==> config.mk <==
export PLATFORM = sky130hd
export DESIGN_NAME = tohost_exit_monitor
export DESIGN_NICKNAME = d
export VERILOG_FILES = /design/src/rtl/tohost_exit_monitor.sv
export SDC_FILE = /design/constraint.sdc
export NUM_CORES = 1
export LEC_CHECK = 0
export BUFFER_PORTS_ARGS = -buffer_cell sky130_fd_sc_hd__buf_2
export CAP_MARGIN = 40
export CORE_MARGIN = 2
export CORE_UTILIZATION = 30
export DETAILED_ROUTE_END_ITERATION = 6
export GPL_ROUTABILITY_DRIVEN = 0
export HOLD_SLACK_MARGIN = 0.02
export MAX_ROUTING_LAYER = met4
export SLEW_MARGIN = 20
export SYNTH_ARGS = -nofsm -noshare
export SYNTH_HDL_FRONTEND = slang
export SYNTH_SLANG_ARGS = --single-unit
==> constraint.sdc <==
create_clock -name clk -period 2.18 [get_ports clk]
set_input_delay 0.327 -clock clk [delete_from_list [all_inputs] [get_ports clk]]
set_output_delay 0.327 -clock clk [all_outputs]
set_load 0.01 [all_outputs]
==> src/rtl/tohost_exit_monitor.sv <==
// Purpose : turns tohost writes into the harness pass/fail/exit-code outputs, drains console chars, watchdog.
// Latency : exit/putchar beat accepted at edge N -> registered outputs valid after edge N.
// Backpr. : io_wr_ready drops while a console character waits for io_putc_ready; otherwise always ready.
//
// Ports:
//   clk, reset                 sole clock (rising edge), asynchronous active-high reset
//   io_wr_valid/ready/addr/data/mask   memory-side write beat stream observed from the DUT
//   io_putc_valid/ready/data   console character handshake towards the console sink
//   io_success, io_failure     sticky completion flags (mutually exclusive)
//   io_exit_code               exit code latched together with the first completion flag
module tohost_exit_monitor #(
    parameter int unsigned            ADDR_W      = 32,
    parameter logic [ADDR_W-1:0]      TOHOST_ADDR = 32'h8000_1000,
    parameter int unsigned            STALL_LIMIT = 0
) (
    input  logic              clk,
    input  logic              reset,
    input  logic              io_wr_valid,
    output logic              io_wr_ready,
    input  logic [ADDR_W-1:0] io_wr_addr,
    input  logic [63:0]       io_wr_data,
    input  logic [7:0]        io_wr_mask,
    output logic              io_putc_valid,
    input  logic              io_putc_ready,
    output logic [7:0]        io_putc_data,
    output logic              io_success,
    output logic              io_failure,
    output logic [46:0]       io_exit_code
);

    localparam logic [31:0] LP_LIMIT        = 32'(STALL_LIMIT);
    localparam logic [46:0] LP_CODE_UNKNOWN = 47'h7FFF_FFFF_FFFF;
    localparam logic [46:0] LP_CODE_STALL   = 47'h7FFF_FFFF_FFFE;

    typedef enum logic [1:0] {
        ST_IDLE = 2'd0,
        ST_PUTC = 2'd1,
        ST_DONE = 2'd2
    } state_t;

    state_t      r_state;
    logic        r_success;
    logic        r_failure;
    logic [46:0] r_exit_code;
    logic        r_putc_vld;
    logic [7:0]  r_putc_data;
    logic [31:0] r_wdog;

    state_t      w_nx_state;
    logic        w_nx_success;
    logic        w_nx_failure;
    logic [46:0] w_nx_exit_code;
    logic        w_nx_putc_vld;
    logic [7:0]  w_nx_putc_data;
    logic [31:0] w_nx_wdog;

    logic        w_accept;
    logic        w_match;
    logic [7:0]  w_dev;
    logic [7:0]  w_cmd;
    logic [46:0] w_code;

    // Ready is purely a function of state so it reads 1 while reset is held.
    assign io_wr_ready = (r_state != ST_PUTC);
    assign w_accept    = io_wr_valid && io_wr_ready;
    assign w_match     = w_accept && (io_wr_addr == TOHOST_ADDR) && (io_wr_mask == 8'hFF);
    assign w_dev       = io_wr_data[63:56];
    assign w_cmd       = io_wr_data[55:48];
    assign w_code      = io_wr_data[47:1];

    always_comb begin
        w_nx_state     = r_state;
        w_nx_success   = r_success;
        w_nx_failure   = r_failure;
        w_nx_exit_code = r_exit_code;
        w_nx_putc_vld  = r_putc_vld;
        w_nx_putc_data = r_putc_data;
        w_nx_wdog      = r_wdog;

        unique case (r_state)
            ST_IDLE: begin
                if (w_accept) begin
                    // Any beat, matching or not, counts as forward progress and
                    // takes priority over a watchdog expiry in the same cycle.
                    w_nx_wdog = '0;
                    // An all-zero tohost write is the target clearing the mailbox.
                    if (w_match && (io_wr_data != 64'd0)) begin
                        if ((w_dev == 8'd0) && io_wr_data[0]) begin
                            w_nx_exit_code = w_code;
                            w_nx_success   = (w_code == '0);
                            w_nx_failure   = (w_code != '0);
                            w_nx_state     = ST_DONE;
                        end else if ((w_dev == 8'd1) && (w_cmd == 8'd1)) begin
                            w_nx_putc_vld  = 1'b1;
                            w_nx_putc_data = io_wr_data[7:0];
                            w_nx_state     = ST_PUTC;
                        end else begin
                            w_nx_failure   = 1'b1;
                            w_nx_exit_code = LP_CODE_UNKNOWN;
                            w_nx_state     = ST_DONE;
                        end
                    end
                end else if (STALL_LIMIT != 0) begin
                    // Failure is raised on the same edge the count reaches the limit.
                    w_nx_wdog = r_wdog + 32'd1;
                    if (w_nx_wdog == LP_LIMIT) begin
                        w_nx_failure   = 1'b1;
                        w_nx_exit_code = LP_CODE_STALL;
                        w_nx_state     = ST_DONE;
                    end
                end
            end
            ST_PUTC: begin
                if (io_putc_ready) begin
                    w_nx_putc_vld = 1'b0;
                    w_nx_state    = ST_IDLE;
                end
            end
            ST_DONE: begin
                // Terminal: beats are swallowed, flags and code stay frozen.
            end
            default: begin
                w_nx_state = ST_IDLE;
            end
        endcase
    end

    always_ff @(posedge clk or posedge reset) begin
        if (reset) begin
            r_state     <= ST_IDLE;
            r_success   <= 1'b0;
            r_failure   <= 1'b0;
            r_exit_code <= '0;
            r_putc_vld  <= 1'b0;
            r_putc_data <= '0;
            r_wdog      <= '0;
        end else begin
            r_state     <= w_nx_state;
            r_success   <= w_nx_success;
            r_failure   <= w_nx_failure;
            r_exit_code <= w_nx_exit_code;
            r_putc_vld  <= w_nx_putc_vld;
            r_putc_data <= w_nx_putc_data;
            r_wdog      <= w_nx_wdog;
        end
    end

    assign io_putc_valid = r_putc_vld;
    assign io_putc_data  = r_putc_data;
    assign io_success    = r_success;
    assign io_failure    = r_failure;
    assign io_exit_code  = r_exit_code;

endmodule

==> run summary <==
For the placed cell area, the log shows 3580 um^2. In this run, placement finished with an instance count of 468. The worst setup path is of the in -> reg kind. The initial core utilization is 0.313. The tools report the total overflow reported by the global router as 0. The critical register-to-register path startpoint was r_state[1]$_DFFE_PP0P_. CTS placed an instance of sky130_fd_sc_hd__clkbuf_8 at the clock tree root.

The via density per instance was 4.90; the ratio of cells with drive above 1 in the final layout was 0.580. The number of cells in the finished layout apart from fillers was 485. Setup slack on the worst reg-to-reg path comes out at 0.22 ns. For this block, the routed nets add up to 7.60 mm of wire.

The share of the cycle needed by the critical path after routing was 0.936. Ranked by total cell area, the synthesized netlist is headed by sky130_fd_sc_hd__dfrtp_1 (62%), sky130_fd_sc_hd__o22a_1 (17%), sky130_fd_sc_hd__nor4_1 (4.1%), sky130_fd_sc_hd__mux2_2 (3.7%), sky130_fd_sc_hd__buf_2 (1.6%). The transition at the pin with the smallest max-transition slack came out at 0.439 ns.

167 I/O pins were placed. The run gives 0 as the number of warnings reported in the yosys synthesis log. The insertion delay to the later sink of the worst-skew pair was 0.33 ns; the worst max-slew margin expressed relative to the limit was 0.704. TritonCTS built the clock tree. Counting flops and latches in the post-synthesis netlist gives 60. For the via count of the first global-routing pass, the log shows 2269. The largest voltage drop on the vdd net was 0.334 mV; the area enclosed by the die boundary was 8840 um^2. The setup-violating endpoint count in the final report is 0, and the area share of the largest cell type after synthesis is 0.618. Power spread over the standard cell area amounts to 654 nW/um^2. Shortest clock period the worst path allows after layout: 2.04 ns.

The synthesized netlist occupies a cell area of 2430 um^2. Timing would allow up to 0.490 GHz. The tools report the routed wire length on met3 as 660 um. The leakage component of the power is 2.13 nW, and the clock tree skew after final layout is 0.00589 ns. After detailed routing, no signal wire sits above met4.

After technology mapping, the gate count stands at 183. When the netlist entered floorplanning its net count stood at 291. STA classifies the critical path startpoint as an input pin.

Summed over all nets, the half-perimeter wirelength after detailed placement is 5.61 mm. The tools report the post-synthesis sequential area ratio as 0.618. The critical path endpoint category was a flip-flop. In the final routed layout, each cell accounts on average for 15.7 um. The run gives 764 as the number of filler cells placed in the layout. The logs give 2.53 mW for the total power and 0 ns for the sum of negative setup slack. Counting distinct cell types in the post-synthesis netlist gives 24. The arrival time of data at the critical path endpoint is 2.25 ns, and the pin count of the biggest net entering global routing is 61.

The area inside the core boundary was 7770 um^2; the final hold slack was 0.0601 ns. Setup repair after global routing left no endpoint under its margin. The total count of max-transition violations in the final report is 0, and the number of nets in the final layout is 486.

Proportion of synthesized flip-flops having asynchronous set or reset: 1.00. The tools report the number of H-tree levels as 3. Wire segments on met2 add up to 3.76 mm in the final route. The first global-routing pass estimated 11.1 mm of wire. The number of antenna diodes in the final layout is 0. The clock input transition at the sequential cells of the worst setup and hold paths is 0.06 ns.

The sequential cells in the finished layout cover a total of 1500 um^2. The tightest min-delay check is of the in -> async type. Once detail routing completed, the nets flagged for antenna violations numbered 0. At the worst endpoint, the required time is 2.39 ns. The number of CTS-inserted buffers was 9. In this run the tool buffered the top-level ports with 166 buffer cells.

Max-cap violations in this run came to 0. In the final layout, the multi-input gates occupy 861 um^2. The die is 94.0 um tall. The synthesized design contains 0 enable-type register cells. From synthesis to final layout, the design area changed by 59.2%. A synthesized cell averages 13.3 um^2. Primary flip-flop cell chosen by synthesis mapping: sky130_fd_sc_hd__dfrtp_1. The tools report the number of failing hold endpoints at the final stage as 0.

The number of rows in the core area was 32; the logic depth of the worst register-to-register path was 5. Once layout is done, the placed cells without fillers occupy 3870 um^2. The detailed router put a total of 3.13 mm of wire on met1. The chip width is 94.0 um. The flow ran to the end, and the final reports show no timing, DRC or antenna violations. The clock drives 60 sinks. In this run, the number of DRC markers left after iteration 0 of detailed routing was 53. The global-route usage over all layers is 0.169. The biggest area contributor in the post-synthesis netlist is sky130_fd_sc_hd__dfrtp_1.

The number of antenna violations at the first check in global routing is 0. The worst register-to-register path ends at io_exit_code[4]$_DFFE_PP0P_. Detailed routing inserted a total of 2376 vias. The iteration count of the initial detailed-routing pass is 4.

The highest net fanout along the worst path is 33. No sink is reached through more buffers than the 2 on the longest clock path. For the count of unresolved DRC violations after routing, the log shows 0.
## logic make-up after synthesis
group,count (synthesis),synth area share
muxes,8,0.0371
DFF,60,0.618
buffers and inverters,14,0.0319
and+or+nand+nor,47,0.124
AOI/OAI and AO/OA,54,0.189
## cell usage after synthesis, types with 3 or more instances
| library cell | count |
|---|---|
| sky130_fd_sc_hd__nor4_1 | 16 |
| sky130_fd_sc_hd__nor3_1 | 6 |
| sky130_fd_sc_hd__buf_2 | 8 |
| sky130_fd_sc_hd__nand4_1 | 6 |
| sky130_fd_sc_hd__or3_1 | 4 |
| sky130_fd_sc_hd__nor4b_1 | 3 |
| sky130_fd_sc_hd__inv_1 | 3 |
| sky130_fd_sc_hd__o22a_1 | 48 |
| sky130_fd_sc_hd__mux2_2 | 8 |
| sky130_fd_sc_hd__dfrtp_1 | 60 |
| sky130_fd_sc_hd__nand2_1 | 5 |
## timing repair
| item | in CTS | in global routing |
|---|---|---|
| setup endpoints to repair | 0 | 49 |
| setup buffers | 0 | 0 |
| hold buffers | 0 | 0 |
| resized for setup | 0 | 2 |
## metrics by stage
stage	worst slack, ns	utilization
5_1_grt	0.0168	0.498
4_1_cts	0.0294	0.494
2_1_floorplan	0.281	-
3_5_place_dp	-0.257	0.461
6_report	0.140	0.498
3_3_place_gp	-0.259	0.461
## how the worst max path moves through the flow
stage | start | end | slack [ns] | cells past startpoint
2_1_floorplan | io_wr_data[25] | io_exit_code[32]$_DFFE_PP0P_ | 0.28 | 7
3_3_place_gp | io_wr_data[33] | io_exit_code[26]$_DFFE_PP0P_ | -0.26 | 8
3_5_place_dp | io_wr_data[33] | io_exit_code[26]$_DFFE_PP0P_ | -0.26 | 8
4_1_cts | r_state[1]$_DFFE_PP0P_ | io_exit_code[43]$_DFFE_PP0P_ | 0.03 | 5
5_1_grt | io_wr_data[33] | io_exit_code[28]$_DFFE_PP0P_ | 0.02 | 8
6_report | io_wr_data[33] | io_exit_code[34]$_DFFE_PP0P_ | 0.14 | 8
## layer usage
layer / vias up / track usage
li1: 1120 / -
met1: 1133 / 0.202
met5: - / -
met4: 0 / 0.0519
met3: 8 / 0.0433
met2: 115 / 0.280
## layout by cell type, fill, tap and decap left out, drive strengths merged
cell / count
buf: 194
dfrtp: 60
o22a: 48
nor4: 17
clkbuf: 13
mux2: 8
nor3: 6
nand4: 6
nand2: 5
or3: 4
bufinv: 3
nor4b: 3
inv: 3
nor4bb: 2
o21ai: 2
nand2b: 1
and4: 1
o211a: 1
nand4b: 1
or4: 1
a21oi: 1
a31oi: 1
a21o: 1
clkinv: 1
## registers in the layout, indices dropped and copies added (netlist names)
| signal | count |
|---|---|
| io_exit_code | 47 |
| io_failure | 1 |
| io_putc_data | 8 |
| io_putc_valid | 1 |
| io_success | 1 |
| r_state | 2 |
## critical path, cell delays in order
cell and delay (ns):
sky130_fd_sc_hd__buf_2 0.11, sky130_fd_sc_hd__nor4_1 0.43, sky130_fd_sc_hd__buf_4 0.19, sky130_fd_sc_hd__nand4_1 0.07, sky130_fd_sc_hd__or3_1 0.40, sky130_fd_sc_hd__o211a_1 0.31
sky130_fd_sc_hd__buf_12 0.19, sky130_fd_sc_hd__o22a_1 0.21
## where the power goes
group	switching [mW]	internal (mW)	leakage, nW
clock	0.415	0.821	0.127
combinational	0.0772	0.102	1.16
sequential	0.0000000000000000278	1.11	0.839
total	0.492	2.04	2.13
## final cells by class
| type | instances | share of cell area |
|---|---|---|
| clock buffer | 12 | 0.0401 |
| sequential | 60 | 0.388 |
| tap | 102 | 0.0330 |
| inverter | 3 | 0.00291 |
| multi-input combinational | 109 | 0.223 |
| timing repair buffer | 195 | 0.289 |
| clock inverter | 4 | 0.0246 |
No activity file was read; power rests on OpenSTA's default activity.
